## src/rtl/lm71_pkg.sv

```systemverilog
// rtl/lm71_pkg.sv - shared types and constants for the LM71 temperature reader
package lm71_pkg;

  typedef enum logic [1:0] {
    IDLE     = 2'd0,
    CS_SETUP = 2'd1,
    SHIFT    = 2'd2,
    CS_HOLD  = 2'd3
  } state_t;

  localparam int FRAME_W = 16;
  localparam int TEMP_W  = 14;

  // Low two bits of every LM71 read frame are driven high by the sensor
  localparam logic [1:0] STATUS_BITS = 2'b11;

endpackage

```

## src/rtl/lm71_sck_tick.sv

```systemverilog
// rtl/lm71_sck_tick.sv - SCK half-period tick generator, held cleared while idle
module lm71_sck_tick #(
  parameter int CLK_DIV = 5
) (
  input  logic clk,
  input  logic rst,
  input  logic clear,
  output logic tick
);

  localparam int            CW   = $clog2(CLK_DIV);
  localparam logic [CW-1:0] LAST = CW'(CLK_DIV - 1);

  logic [CW-1:0] cnt;

  always_ff @(posedge clk or posedge rst) begin
    if (rst) begin
      cnt <= '0;
    end else if (clear || cnt == LAST) begin
      cnt <= '0;
    end else begin
      cnt <= cnt + CW'(1);
    end
  end

  assign tick = !clear && (cnt == LAST);

endmodule

```

## src/rtl/lm71_temp_reader.sv

```systemverilog
// rtl/lm71_temp_reader.sv - periodic LM71 SPI reader with valid/ready temperature port
// Define LM71_AVG_EN to output a 4-sample moving average of good frames.
module lm71_temp_reader
  import lm71_pkg::*;
#(
  parameter int CLK_DIV       = 5,
  parameter int PERIOD_CYCLES = 12_500_000
) (
  input  logic              clk,
  input  logic              reset,
  input  logic              enable,
  output logic              temp_cs_n,
  output logic              temp_sc,
  output logic              temp_mosi,
  input  logic              temp_miso,
  output logic [TEMP_W-1:0] temp_data,
  output logic              temp_valid,
  input  logic              temp_ready,
  output logic              overrun,
  output logic              frame_err
);

  localparam int            TW     = $clog2(PERIOD_CYCLES);
  localparam logic [TW-1:0] T_LAST = TW'(PERIOD_CYCLES - 1);

  state_t              state, next_state;
  logic [TW-1:0]       timer;
  logic                tick;
  logic                sc_q;
  logic                shift_done;
  logic [3:0]          bit_cnt;
  logic [FRAME_W-1:0]  shift_reg;
  logic                eval;
  logic                frame_good;
  logic                accept;
  logic                load;
  logic [TEMP_W-1:0]   load_data;

  lm71_sck_tick #(.CLK_DIV(CLK_DIV)) u_sck_tick (
    .clk   (clk),
    .rst   (reset),
    .clear (state == IDLE),
    .tick  (tick)
  );

  always_ff @(posedge clk or posedge reset) begin
    if (reset) state <= IDLE;
    else       state <= next_state;
  end

  always_comb begin
    next_state = state;
    case (state)
      IDLE:     if (enable && timer == T_LAST) next_state = CS_SETUP;
      CS_SETUP: if (tick) next_state = SHIFT;
      // Trailing low half after the 16th falling edge keeps SCK quiet before CS rises
      SHIFT:    if (tick && !sc_q && shift_done) next_state = CS_HOLD;
      CS_HOLD:  if (tick) next_state = IDLE;
      default:  next_state = IDLE;
    endcase
  end

  always_comb begin
    temp_cs_n = 1'b1;
    temp_sc   = 1'b0;
    temp_mosi = 1'b1;
    case (state)
      CS_SETUP: temp_cs_n = 1'b0;
      SHIFT: begin
        temp_cs_n = 1'b0;
        temp_sc   = sc_q;
      end
      default: ;
    endcase
  end

  // Free-running while enabled so frame starts are exactly PERIOD_CYCLES apart
  always_ff @(posedge clk or posedge reset) begin
    if (reset) begin
      timer <= '0;
    end else if (!enable || timer == T_LAST) begin
      timer <= '0;
    end else begin
      timer <= timer + TW'(1);
    end
  end

  always_ff @(posedge clk or posedge reset) begin
    if (reset) begin
      sc_q       <= 1'b0;
      shift_done <= 1'b0;
      bit_cnt    <= '0;
      shift_reg  <= '0;
      eval       <= 1'b0;
    end else begin
      eval <= (state == CS_HOLD) && tick;
      if (state != SHIFT) begin
        sc_q       <= 1'b0;
        shift_done <= 1'b0;
        bit_cnt    <= '0;
      end else if (tick) begin
        if (sc_q) begin
          sc_q <= 1'b0;
          if (bit_cnt == 4'd15) shift_done <= 1'b1;
          else                  bit_cnt    <= bit_cnt + 4'd1;
        end else if (!shift_done) begin
          sc_q      <= 1'b1;
          shift_reg <= {shift_reg[FRAME_W-2:0], temp_miso};
        end
      end
    end
  end

  assign frame_good = eval && (shift_reg[1:0] == STATUS_BITS);
  assign accept     = temp_valid && temp_ready;

`ifdef LM71_AVG_EN
  logic [TEMP_W-1:0]  hist [4];
  logic               primed;
  logic               avg_load;
  logic [FRAME_W-1:0] avg_sum;

  // First good frame after reset fills the whole window so the average starts settled
  always_ff @(posedge clk or posedge reset) begin
    if (reset) begin
      primed   <= 1'b0;
      avg_load <= 1'b0;
      for (int i = 0; i < 4; i++) hist[i] <= '0;
    end else begin
      avg_load <= frame_good;
      if (frame_good) begin
        primed  <= 1'b1;
        hist[0] <= shift_reg[FRAME_W-1:2];
        for (int i = 1; i < 4; i++) hist[i] <= primed ? hist[i-1] : shift_reg[FRAME_W-1:2];
      end
    end
  end

  always_comb begin
    avg_sum = '0;
    for (int i = 0; i < 4; i++) begin
      avg_sum = avg_sum + {{(FRAME_W-TEMP_W){hist[i][TEMP_W-1]}}, hist[i]};
    end
  end

  assign load      = avg_load;
  assign load_data = avg_sum[FRAME_W-1:2];
`else
  assign load      = frame_good;
  assign load_data = shift_reg[FRAME_W-1:2];
`endif

  always_ff @(posedge clk or posedge reset) begin
    if (reset) begin
      temp_data  <= '0;
      temp_valid <= 1'b0;
      overrun    <= 1'b0;
      frame_err  <= 1'b0;
    end else begin
      if (eval) frame_err <= (shift_reg[1:0] != STATUS_BITS);
      if (load) begin
        temp_data  <= load_data;
        temp_valid <= 1'b1;
        if (accept)          overrun <= 1'b0;
        else if (temp_valid) overrun <= 1'b1;
      end else if (accept) begin
        temp_valid <= 1'b0;
        overrun    <= 1'b0;
      end
    end
  end

endmodule

```

## config.mk

```make
export PLATFORM = sky130hd
export DESIGN_NAME = lm71_temp_reader
export DESIGN_NICKNAME = d
export VERILOG_FILES = /design/src/rtl/lm71_pkg.sv /design/src/rtl/lm71_sck_tick.sv /design/src/rtl/lm71_temp_reader.sv
export SDC_FILE = /design/constraint.sdc
export NUM_CORES = 1
export LEC_CHECK = 0
export ABC_AREA = 1
export CORE_MARGIN = 1
export CORE_UTILIZATION = 35
export CTS_CLUSTER_DIAMETER = 50
export DETAILED_ROUTE_END_ITERATION = 8
export PLACE_DENSITY = 0.49
export SKIP_CTS_REPAIR_TIMING = 1
export SLEW_MARGIN = 20
export SYNTH_ARGS = -nofsm -noshare
export SYNTH_HDL_FRONTEND = slang
export SYNTH_SLANG_ARGS = --single-unit
```

## constraint.sdc

```tcl
create_clock -name clk -period 6 [get_ports clk]
set_input_delay 1.2 -clock clk [delete_from_list [all_inputs] [get_ports clk]]
set_output_delay 1.2 -clock clk [all_outputs]
set_load 0.01 [all_outputs]
```

==> impl_metrics.yaml, run 1 <==
finish:
  diodes: 0
  largest_reg_flops: 24
  fin_cells: 562
  final_nets: 441
  final_util_pct: 41.7
  final_cell_area_um2: 3850
  area_growth_pct: 15.6
  fill_cells: 964
  drive_gt1_share_pct: 9.01
global_route:
  grt_pass1_vias: 2412
  grt_use_total_pct: 15.1
  grt_overflow: 0
  grt_pass1_wl_um: 11600
  antenna_found_initial: 0
  grt_max_degree: 48
synth:
  synth_seq_cells: 69
  syn_inst: 402
  synth.largest_area_cell: "dfrtp_1"
  yosysUniqueCellTypes: 31
  syn_nets: 415
  yosys_warnings: 0
  synthTopCellsByArea: "dfrtp_1 (52%), nand2_1 (12%), inv_1 (6.1%)"
  yosysSeqAreaShare_pct: 51.8
  synth.top_cell.area_share_pct: 51.8
  syn_area_um2: 3330
  syn_avg_cell_area_um2: 8.29
setup_path:
  reg2reg_to: "shift_reg[8]"
  crit_chain: "inv_1 > ha_1 > nand2_1 > inv_1 > clkdlybuf4s50_1"
  required_ns: 4.80
  regToRegStartpoint: "state[0]"
  r2r_slack_ns: 3.87
  critPathMaxStageDelay_ns: 0.52
  crit_type: "reg2out"
  crit_path_max_fanout: 10
  end_kind: "primary output"
  worstSetupStartpointType: "flop"
  critical_path.top_delay_family: "buffers and inverters"
  cpMaxStageDelayCell: "clkdlybuf4s50_1"
  rr_worst_depth: 7
  startpoint: "state[0]"
  crit_top_cell: "inv_1"
  cp_num_buf_inv: 3
  worstPathArrival_ns: 1.87
drt:
  final_antenna_net_count: 0
  dr_total_vias: 2503
  post_drt_wl_per_cell_um: 11.8
  drt-initial-drc-count: 105
  post_drt_via_cell_ratio: 4.45
  dr.pass1.iters: 4
  route.detailed.drc: 0
  routed_wl_um: 6640
worst_hold_path:
  hold_end: "u_sck_tick.cnt[0]"
  worstHoldPathCells: 1
  hold_path_class: "reg2reg"
  hold_start: "u_sck_tick.cnt[0]"
sta:
  hold_violations: 0
  tightest_slew_ns: 0.786
  slew_viol_final: 0
  period_minus_slack_ns: 3.07
  rsz0062_at_grt: "false"
  setup_tns_ns: 0
  fin_worst_skew_ns: 0.00899
  finalSetupViolations: 0
  setup_ws_ns: 2.93
  max_clock_freq_mhz: 326
  min_period_over_period_pct: 51.2
  slew-limit-headroom_pct: 47.4
  holdWs_ns: 0.469
place:
  globalplace.congestion: 0.809
  dpl_cell_area_um2: 3680
  io_buffer_count: 23
  dpl.hpwl_um: 4700
  dp_slack_ns: 3.28
  dpl.cell_count: 546
clocking:
  cts_buffer_depth: 2
  clk_latency_ns: 0.34
  clk_pin_slew_ns: 0.07
  cts_root_buffer: "clkbuf_8"
  cts_tree: "yes"
  ctsHtreeMaxLevel: 3
  cts_sinks: 69
  cts_buffers: 9
power_and_ir_drop:
  p_leak_nw: 1.63
  powerDensity_nw_per_um2: 216
  power_uw: 831
  ir_worst_vdd_uv: 84.3
die:
  core_region_area_um2: 9240
  die_w_um: 99.6
  start_util_pct: 36.1
  die_height_um: 99.6
  floorplan.io_pins: 25
  fp.dieArea_um2: 9910
  num_rows: 35
run:
  drv_cap: 0
status:
  status: "complete, no violations"
-- cells by family after synthesis --
group	Yosys count	synth area share (%)
xor gates and xnor gates	9	2.37
and+or+nand+nor	203	27.3
AOI/OAI and AO/OA	47	7.40
DFF	69	51.8
buffers and inverters	65	7.96
other	1	0.113
adders and majority gates	8	3.00
-- per-layer routing --
metal  vias to the layer above  share of wire (%)  global-route usage [%]
met5                         -                  0                       0
met4                         0                1.4                    6.45
met1                      1162                 51                    21.3
met3                         7                2.2                    2.53
met2                        31                 45                    22.8
li1                       1303                  -                       -
-- cell usage after synthesis --
| master | n |
|---|---|
| a21oi_1 | 7 |
| buf_2 | 2 |
| buf_4 | 1 |
| buf_6 | 2 |
| clkbuf_1 | 4 |
| conb_1 | 1 |
| dfrtp_1 | 69 |
| ha_1 | 8 |
| inv_1 | 54 |
| inv_2 | 2 |
| nand2_1 | 105 |
| nand2_2 | 3 |
| nand2_4 | 1 |
| nand3_1 | 18 |
| nand3_2 | 2 |
| nand4_1 | 2 |
| nand4_2 | 1 |
| nor2_1 | 50 |
| nor2_2 | 5 |
| nor2_4 | 3 |
| nor3_1 | 6 |
| nor3_2 | 3 |
| nor3_4 | 1 |
| nor3b_1 | 3 |
| o21ai_0 | 33 |
| o21ai_1 | 2 |
| o21bai_1 | 1 |
| o22ai_1 | 1 |
| o31ai_1 | 3 |
| xnor2_1 | 5 |
| xor2_1 | 4 |
-- how the worst max path moves through the flow --
stage                       endpoint  slack (ns)  depth (start not counted)
final                        temp_sc        2.93                          5
after CTS                    temp_sc        2.89                          5
after detailed placement     temp_sc        3.28                          5
after global placement       temp_sc        3.32                          5
after global routing         temp_sc        2.76                          5
after floorplan           bit_cnt[0]        3.06                          1
-- report_power, final --
| part | internal [mW] | total [mW] | switching (mW) | leakage [nW] |
|---|---|---|---|---|
| Sequential | 0.467 | 0.469 | 0.00158 | 0.958 |
| Combinational | 0.00572 | 0.0213 | 0.0155 | 0.584 |
| Clock | 0.151 | 0.341 | 0.190 | 0.0856 |
| Total | 0.624 | 0.831 | 0.207 | 1.63 |
-- placed cells by master (no fill, tap or decap), types with 4 or more instances in the layout --
| cell type | netlist | final |
|---|---|---|
| a21oi_1 | 7 | 7 |
| clkbuf_8 | 0 | 9 |
| clkdlybuf4s50_1 | 0 | 23 |
| dfrtp_1 | 69 | 69 |
| ha_1 | 8 | 8 |
| inv_1 | 54 | 53 |
| nand2_1 | 105 | 105 |
| nand3_1 | 18 | 18 |
| nor2_1 | 50 | 50 |
| nor2_2 | 5 | 5 |
| nor3_1 | 6 | 6 |
| o21ai_0 | 33 | 33 |
| xnor2_1 | 5 | 5 |
| xor2_1 | 4 | 4 |
-- cell type report --
type / count / area [um^2] / share of cell area, %
sequential: 69 / 1730 / 44.8
multi-input combinational: 268 / 1340 / 34.8
timing repair buffer: 24 / 238 / 6.17
tap: 129 / 161 / 4.19
inverter: 56 / 210 / 5.46
clock buffer: 9 / 124 / 3.22
clock inverter: 7 / 51.3 / 1.33
No activity file was read; power rests on OpenSTA's default activity.
==> run 2, diff against run 1 <==
==> constraint.sdc (replaced) <==
create_clock -name clk -period 3.1 [get_ports clk]
set_input_delay 0.62 -clock clk [delete_from_list [all_inputs] [get_ports clk]]
set_output_delay 0.62 -clock clk [all_outputs]
set_load 0.01 [all_outputs]
==> run 2 against run 1 <==
  * Worst setup slack worse by 2.3 ns
  * Register-to-register slack worse by 2.9 ns
  * Critical endpoint unchanged
  * Clock-buffer cell count unchanged
==> impl_metrics.yaml, run 2 (synthesis gave the netlist of run 1 again) <==
status:
  status: "complete, no violations"
sta:
  hold_violations: 0
  slew_viol_final: 0
  max_clock_freq_mhz: 401
  setup_ws_ns: 0.605
  rsz0062_at_grt: "false"
  period_minus_slack_ns: 2.49
  fin_worst_skew_ns: 0.00898
  holdWs_ns: 0.461
  slew-limit-headroom_pct: 53.9
  finalSetupViolations: 0
  min_period_over_period_pct: 80.5
  tightest_slew_ns: 0.691
  setup_tns_ns: 0
finish:
  final_nets: 441
  drive_gt1_share_pct: 8.80
  fill_cells: 984
  largest_reg_flops: 24
  multi_input_area_um2: 1340
  mostFrequentLayoutCell: "nand2_1"
  regArea_um2: 1730
  final_cell_mix: "nand2_1 (105), dfrtp_1 (69), inv_1 (53)"
  diodes: 0
  fin_cells: 561
  area_growth_pct: 17.8
die:
  fp.dieArea_um2: 9910
  start_util_pct: 36.1
  die_w_um: 99.6
  floorplan.io_pins: 25
  core_region_area_um2: 9240
  num_rows: 35
  die_height_um: 99.6
drt:
  dr.pass1.iters: 4
  final_antenna_net_count: 0
  drt-initial-drc-count: 80
  routed_wl_um: 6420
  dr_total_vias: 2487
  route.detailed.drc: 0
  post_drt_via_cell_ratio: 4.43
  post_drt_wl_per_cell_um: 11.4
clocking:
  cts_sinks: 69
  cts_root_buffer: "clkbuf_8"
  clk_latency_ns: 0.33
  cts_buffer_depth: 2
  cts_buffers: 9
  cts_tree: "yes"
  ctsHtreeMaxLevel: 3
  clk_pin_slew_ns: 0.08
power_and_ir_drop:
  powerDensity_nw_per_um2: 465
  power_mw: 1.83
  ir_worst_vdd_uv: 199
  p_leak_nw: 1.67
place:
  io_buffer_count: 23
  dp_slack_ns: 0.955
  dpl.cell_count: 546
  dpl.hpwl_um: 4580
  globalplace.congestion: 0.822
setup_path:
  regToRegStartpoint: "state[0]"
  worstPathArrival_ns: 1.87
  end_kind: "primary output"
  crit_type: "reg2out"
  r2r_slack_ns: 1.02
  reg2reg_to: "shift_reg[7]"
  crit_path_max_fanout: 10
  required_ns: 2.48
  rr_worst_depth: 7
  worstSetupStartpointType: "flop"
worst_hold_path:
  hold_path_class: "reg2reg"
  worstHoldPathCells: 1
  hold_start: "u_sck_tick.cnt[0]"
  hold_end: "u_sck_tick.cnt[0]"
run:
  drv_cap: 0
global_route:
  grt_pass1_wl_um: 11800
  grt_pass1_vias: 2491
  antenna_found_initial: 0
  grt_overflow: 0
  grt_use_total_pct: 15.3
  grt_max_degree: 70
==> run 2: where the power goes <==
part	total (mW)	internal, mW	switching, mW
sequential	0.907	0.904	0.00301
clock	0.875	0.531	0.344
combinational	0.0429	0.0130	0.0299
total	1.83	1.45	0.377
==> run 2: routing by layer <==
metal	global-route usage (%)	vias up	routed length [um]
met2	24.0	24	2860
met3	3.09	9	141
met5	0	-	0
li1	-	1303	-
met4	5.77	0	87
met1	20.9	1151	3340
==> run 2: layout make-up <==
cell class | instances | area share, %
Sequential cell | 69 | 44.0
Multi-Input combinational cell | 268 | 34.1
Timing Repair Buffer | 24 | 6.38
Inverter | 56 | 5.36
Tap cell | 129 | 4.11
Clock buffer | 9 | 3.16
Clock inverter | 6 | 2.87
==> run 2: how the worst max path moves through the flow <==
| stage | from | to | slack (ns) | cells after the start |
|---|---|---|---|---|
| 6_report | state[0] | temp_sc | 0.61 | 5 |
| 5_1_grt | state[0] | temp_sc | 0.47 | 5 |
| 4_1_cts | state[0] | temp_sc | 0.59 | 5 |
| 3_5_place_dp | state[0] | temp_sc | 0.96 | 5 |
| 3_3_place_gp | state[0] | temp_sc | 1.00 | 5 |
| 2_1_floorplan | reset | bit_cnt[0] | 0.74 | 1 |
==> run 2: metrics by stage <==
stage / instance area (um^2) / util [%]
6_report: 3930 / 42.5
5_1_grt: 3930 / 42.5
4_1_cts: 3930 / 42.5
3_5_place_dp: 3690 / 39.9
3_3_place_gp: 3690 / 39.9
2_1_floorplan: 3330 / -
==> run 2: worst max-delay path: stages, from the launching register on <==
cell and delay, ns:
dfrtp_1 0.42, inv_1 0.10, ha_1 0.34, nand2_1 0.10, inv_1 0.07, clkdlybuf4s50_1 0.52
==> run 3, diff against run 2 <==
==> constraint.sdc (replaced) <==
create_clock -name clk -period 2.6 [get_ports clk]
set_input_delay 0.52 -clock clk [delete_from_list [all_inputs] [get_ports clk]]
set_output_delay 0.52 -clock clk [all_outputs]
set_load 0.01 [all_outputs]
==> run 3 against run 2 <==
  * Sequential cell count stayed put
  * Non-clock buffer count is 3 higher
  * Combinational power is 26% higher
  * First-iteration DRC count is 26% higher
  * Clock-buffer cell count stayed put
  * Critical path depth stayed put
  * Highest routed layer unchanged
  * Via count is 0.97% higher
  * Global-route usage is 0.36 points lower
  * Routed wire length is 2.7% higher
  * Largest power group unchanged
  * Total power is 20% higher
  * Worst hold slack better by 0.011 ns
  * Cell count is 0.53% higher
==> impl_metrics.yaml, run 3 (synthesis gave the netlist of run 1 again) <==
clocking:
  cts_sinks: 69
  cts_root_buffer: "clkbuf_8"
  clk_latency_ns: 0.34
  clk_pin_slew_ns: 0.07
  cts_tree: "yes"
  cts_buffer_depth: 2
  ctsHtreeMaxLevel: 3
  cts_buffers: 9
drt:
  dr.pass1.iters: 4
  post_drt_via_cell_ratio: 4.45
  final_antenna_net_count: 0
  routed_wl_um: 6590
  route.detailed.drc: 0
  dr_total_vias: 2511
  drt-initial-drc-count: 101
  post_drt_wl_per_cell_um: 11.7
finish:
  mostFrequentLayoutCell: "nand2_1"
  final_cell_area_um2: 3950
  drive_gt1_share_pct: 9.43
  fill_cells: 943
  final_util_pct: 42.7
  area_growth_pct: 18.4
  final_cell_mix: "nand2_1 (105), dfrtp_1 (69), inv_1 (53)"
  diodes: 0
  largest_reg_flops: 24
  final_nets: 444
sta:
  period_minus_slack_ns: 2.39
  slew_viol_final: 0
  rsz0062_at_grt: "false"
  max_clock_freq_mhz: 418
  fin_worst_skew_ns: 0.0100
  finalSetupViolations: 0
  hold_violations: 0
  setup_tns_ns: 0
  min_period_over_period_pct: 92.0
  setup_ws_ns: 0.207
setup_path:
  crit_path_max_fanout: 10
  worstPathArrival_ns: 1.87
  reg2reg_to: "timer[10]"
  end_kind: "primary output"
  worstSetupStartpointType: "flop"
  regToRegStartpoint: "timer[0]"
  crit_type: "reg2out"
  required_ns: 2.08
  rr_worst_depth: 8
  r2r_slack_ns: 0.89
power_and_ir_drop:
  powerDensity_nw_per_um2: 554
  p_leak_nw: 1.68
  pwr-share-seq_pct: 49.5
  p_switching_uw: 456
  internal_power_mw: 1.73
  ir_worst_vdd_uv: 304
  power.share.clock_pct: 48.0
  swShare_pct: 20.9
  comb_power_share_pct: 2.5
die:
  fp.dieArea_um2: 9910
  core_region_area_um2: 9240
  die_w_um: 99.6
  num_rows: 35
  floorplan.io_pins: 25
  die_height_um: 99.6
  start_util_pct: 36.1
worst_hold_path:
  hold_path_class: "reg2reg"
  hold_start: "u_sck_tick.cnt[0]"
  worstHoldPathCells: 1
  hold_end: "u_sck_tick.cnt[0]"
place:
  io_buffer_count: 23
  dpl.hpwl_um: 4740
  dp_slack_ns: 0.566
  dpl_cell_area_um2: 3710
  globalplace.congestion: 0.800
global_route:
  grt_pass1_vias: 2535
  grt_max_degree: 34
  grt_overflow: 0
  antenna_found_initial: 0
  grt_pass1_wl_um: 11600
  grt_use_total_pct: 14.9
status:
  status: "complete, no violations"
run:
  drv_cap: 0
## run 3: changes by cell type in the layout (fill, tap and decap cells not counted), sizes merged
| cell | delta |
|---|---|
| buf | +3 |
| clkinv | -2 |
| clkinvlp | +1 |
| inv | +1 |
## run 3: how the worst max path moves through the flow
stage                  start          to  slack, ns  cells past startpoint
global placement    state[0]     temp_sc       0.60                      5
global route        state[0]     temp_sc       0.03                      5
detailed placement  state[0]     temp_sc       0.57                      5
finish              state[0]     temp_sc       0.21                      5
floorplan              reset  bit_cnt[0]       0.34                      1
CTS                 state[0]     temp_sc       0.18                      5
## run 3: cell type report
cell class / instances / area [um^2] / area share (%)
repair buffers: 27 / 273 / 6.91
multi-input cells: 268 / 1340 / 34.0
flip-flops and latches: 69 / 1730 / 43.8
clock inverters: 6 / 111 / 2.82
well taps: 129 / 161 / 4.09
clock buffers: 9 / 124 / 3.14
inverters: 56 / 210 / 5.33
## run 3: power by group through the flow
| stage | Combinational (mW) | Clock (mW) | Sequential, mW |
|---|---|---|---|
| floorplan | 0.0339 | 0 | 1.10 |
| global route | 0.0635 | 1.13 | 1.08 |
| global placement | 0.0560 | 0 | 1.10 |
| finish | 0.0539 | 1.05 | 1.08 |
| CTS | 0.0575 | 1.08 | 1.08 |
| detailed placement | 0.0572 | 0 | 1.10 |
## run 3: layer usage
| layer | track usage (%) | vias to the layer above | wire length [um] |
|---|---|---|---|
| li1 | - | 1306 | - |
| met1 | 20.0 | 1163 | 3300 |
| met2 | 23.8 | 33 | 2980 |
| met3 | 3.37 | 9 | 212 |
| met4 | 5.20 | 0 | 97 |
| met5 | 0 | - | 0 |
## run 3: per-stage QoR
stage	hold WS, ns	total power, mW	cells
after global routing	0.491	2.28	564
after detailed placement	0.456	1.16	549
after CTS	0.473	2.22	564
final	0.473	2.18	564
after global placement	0.449	1.16	549
after floorplan	0.430	1.14	402
## run 3: critical path, cell delays in order (launching register included)
cell and delay, ns:
dfrtp_1 0.42, inv_1 0.09, ha_1 0.35, nand2_1 0.10, inv_1 0.06, clkdlybuf4s50_1 0.52
==> patch 1: new RTL, settings of run 2 <==
Add a define of `LM71_AVG_EN`.
--- a/src/rtl/lm71_temp_reader.sv
+++ b/src/rtl/lm71_temp_reader.sv
@@ -2,2 +2,4 @@
 // Define LM71_AVG_EN to output a 4-sample moving average of good frames.
+`define LM71_AVG_EN
+
 module lm71_temp_reader
Formal check against the unedited RTL: same outputs for any inputs over 10 cycles, from zero or initial values and one cycle with reset high; that may be too few to reach the edited logic, so the function may still have changed.
==> patch 1 against run 2 <==
- power rose by 110%
- worst setup slack got worse by 0.40 ns
- area after synthesis increased by 120%
- clock power is 140% higher
- sequential power is 84% higher
- die area rose by 120%
- design area is 120% higher
- critical path type is now reg2reg
- sequential cell count up 58
- first-iteration DRC count increased to 3.7 times the old value
- wire length grew 130%
- maximum frequency fell by 14%
- critical path depth grew 10
==> patch 1: results (changes against run 2) <==
Critical path:
- The end of the worst register-to-register path is temp_data[7].
- The cell family contributing the most delay on the critical path is adder cells.
- The cell count of the worst reg-to-reg path is 15 (+8).
- The worst flop-to-flop path startpoint is hist[1].
- The largest fanout on the critical path is 3 (-7).
- The data arrival time of the worst path is 3.20 ns (+1.33 ns).

Pwr:
- The overall power after layout was 3861 uW (+110%).
- The part of the total power dissipated in sequential elements is 0.432 (-0.065).
- The reported clock group power came to 2130 uW (+140%).
- The largest vdd supply drop is 0.4092 mV (+110%).

GRT:
- The maximum number of pins on one net before global-route repair was 46 (-34%).
- The global-route wire length before repair is 26.10 mm (+120%).
- The met3 track utilization from global routing came to 0.03292 (+0.001999).

Drt:
- The wire length on met3 is 317 um (+120%).
- The length of routed wiring on met1 is 7.485 mm (+120%).
- The initial detailed-routing violation count is 298 (+270%).

Timing:
- The actual transition at the worst max-transition pin came to 0.9041 ns (+0.2135 ns).
- The worst setup skew after layout was 0.01563 ns (+0.006647 ns).

Clocking:
- The clock network latency to the later pin of the worst-skew pair is 0.42 ns (+0.09 ns).
- The deepest level of the CTS H-tree is 4 (+1).
- The cell chosen for the clock root is sky130_fd_sc_hd__clkbuf_16.

Place:
- The sum of net half-perimeters after detailed placement is 10.74 mm (+130%).
- The placer congestion estimate is 0.8104 (-1.4%).
- The worst slack after detailed placement is 0.1696 ns (-0.7857 ns).
- The placed instance area is 0.007876 sq mm (+110%).

Status:
- The flow ran to the end, and the final reports show no timing, DRC or antenna violations.

Logic synthesis:
- The synthesized area per cell is 7.919 sq um (-4.5%).
- Sorting the synthesized cells by how often they occur yields 249 x sky130_fd_sc_hd__nand2_1, 168 x sky130_fd_sc_hd__inv_1, 127 x sky130_fd_sc_hd__dfrtp_1, 107 x sky130_fd_sc_hd__o21ai_0, 81 x sky130_fd_sc_hd__nor2_1.
- The number of distinct standard cells referenced by the synthesized netlist came to 35 (+13%).
- The number of nets produced by synthesis is 985 (+140%).

Finish:
- The post-layout net count was 1010 (+130%).
- The final cell count without fillers is 1238 (+120%).
[patch 1: worst max path at each step]
stage	to	depth (start not counted)
4_1_cts	temp_data[7]	15
2_1_floorplan	temp_data[7]	15
3_5_place_dp	temp_data[7]	15
5_1_grt	temp_data[13]	16
3_3_place_gp	temp_data[7]	15
6_report	temp_data[7]	15
[patch 1: kinds of logic after synthesis]
family | Yosys count | share of synthesized area
AO/OA/AOI/OAI | 133 | 0.09140
XOR/XNOR | 19 | 0.02260
adder cells (fa/ha/maj) | 50 | 0.1145
buffers and inverters | 197 | 0.1074
flip-flops | 127 | 0.4315
other | 1 | 0.0005092
AND/OR/NAND/NOR | 403 | 0.2321
[patch 1: area by class of cell]
| cell class | instances | area, sq um |
|---|---|---|
| clock buffer | 18 | 439.2 |
| fill | 2118 | 11920 |
| multi-input combinational | 606 | 3398 |
| inverter | 172 | 649.4 |
| sequential | 127 | 3178 |
| timing repair buffer | 31 | 315.3 |
| tap | 270 | 337.8 |
| clock inverter | 14 | 190.2 |
==> patch 2: new RTL, settings of run 2 <==
Without the edit above. The 4 states of `state_t` get a one-hot encoding in 4 bits.
--- a/src/rtl/lm71_pkg.sv
+++ b/src/rtl/lm71_pkg.sv
@@ -3,7 +3,7 @@
 
-  typedef enum logic [1:0] {
-    IDLE     = 2'd0,
-    CS_SETUP = 2'd1,
-    SHIFT    = 2'd2,
-    CS_HOLD  = 2'd3
+  typedef enum logic [3:0] {
+    IDLE     = 4'b0001,
+    CS_SETUP = 4'b0010,
+    SHIFT    = 4'b0100,
+    CS_HOLD  = 4'b1000
   } state_t;
Function: no difference found for any inputs over 10 cycles, from zero or initial values and one cycle with reset high; not proved beyond that.
==> patch 2 against run 2 <==
- power down 1.1%
- die area up 3.1%
- utilization up 0.21 points
- critical path type unchanged
- combinational power up 3%
- design area up 1.9%
- largest power group unchanged
- wire length up 5.3%
- sequential power up 3.1%
- area after synthesis up 3.1%
- highest routed layer unchanged
- global-route usage down 0.19 points
- first-iteration DRC count up 63%
- worst setup slack worse by 0.012 ns
- sequential share of layout area up 0.46 points
- sequential cell count up 2
==> patch 2: results (changes against run 2) <==
Status:
- The run finished with clean final reports.

Critical path:
- The worst register-to-register path begins at u_sck_tick.cnt[0].
- The slack of the worst reg-to-reg path is 1.26 ns (+0.24 ns).

GRT:
- The global-route total usage across every layer is 0.1509 (-0.001886).
- The global-route wire length before repair is 11.84 mm (about the same).
- The met1 usage in global routing is 0.2073 (-0.001294).
- The met2 layer usage reported by global route is 0.2292 (-0.01065).

Pwr:
- The part of the total power dissipated in the clock network was 0.458 (-0.022).
- The sequential group power is 935 uW (+3.1%).
- The largest vdd supply drop is 0.2368 mV (+19%).

Finish:
- The portion of the layout cell area used by clock cells is 0.05505 (-0.005197).
- The flip-flop and latch share of the layout cell area is 0.4445 (+0.004568).
- Relative to the synthesized area, the layout overhead comes to 16.42%.
- The post-layout net count was 456 (+3.4%).
- The number of fill cells is 975 (-0.91%).
- The multi-input combinational gate total came to 287 (+7.1%).

Place:
- The placed instance area is 0.003780 sq mm (+2.5%).
- The sum of net half-perimeters after detailed placement was 4.726 mm (+3.2%).

Timing:
- The fraction of the cycle the final worst path needs came to 0.8088 (+0.003985).
- The smallest hold slack was 0.4595 ns (-0.001921 ns).
- The headroom to the max-slew limit is 0.6521 (+0.1136).

Drt:
- The wire length on met2 is 3.070 mm (+7.5%).
- The post-detailed-route wirelength per cell is 11.64 um (+1.7%).

Logic synthesis:
- The sequential-to-total area share from yosys stat was 0.5175 (-0.0007326).
- After synthesis, the most frequently instantiated cells are 114 x sky130_fd_sc_hd__nand2_1, 70 x sky130_fd_sc_hd__dfrtp_1, 67 x sky130_fd_sc_hd__nor2_1, 49 x sky130_fd_sc_hd__inv_1, 21 x sky130_fd_sc_hd__nand3_1.
- By area the synthesized netlist is led by sky130_fd_sc_hd__dfrtp_1 51%, sky130_fd_sc_hd__nand2_1 12%, sky130_fd_sc_hd__nor2_1 7.3%.
- The number of nets produced by synthesis is 429 (+3.4%).
- The number of distinct standard cells referenced by the synthesized netlist is 32 (+3.2%).
- The synthesized area per cell is 8.180 sq um (-1.3%).

Floorplanning:
- The overall die width is 101.1 um (+1.5%).
[patch 2: cell types whose count changed in the layout (fill, tap and decap cells not counted), sizes merged, moves of 3 or more]
cell and change:
ha -4, nand2 +12, nand3 +4, nand4 +4, nor2 +10, nor3 -3
[patch 2: worst max-delay path: stages (launching register included)]
cell                              delay (ns)
sky130_fd_sc_hd__dfstp_2                0.53
sky130_fd_sc_hd__nor2_1                 0.06
sky130_fd_sc_hd__nand3_2                0.11
sky130_fd_sc_hd__inv_2                  0.11
sky130_fd_sc_hd__nor2_1                 0.18
sky130_fd_sc_hd__clkdlybuf4s50_1        0.56
[patch 2: logic make-up (layout without fill, tap and decap cells)]
kind of cell    Yosys count  after routing  synth area share
simple gates            232            232            0.2953
flops                    71             71            0.5175
buf+inv                  62             94           0.07866
compound gates           42             42           0.07247
xor+xnor                  8              8           0.02039
fa+ha+maj                 4              4           0.01457
other cells               1              1          0.001091
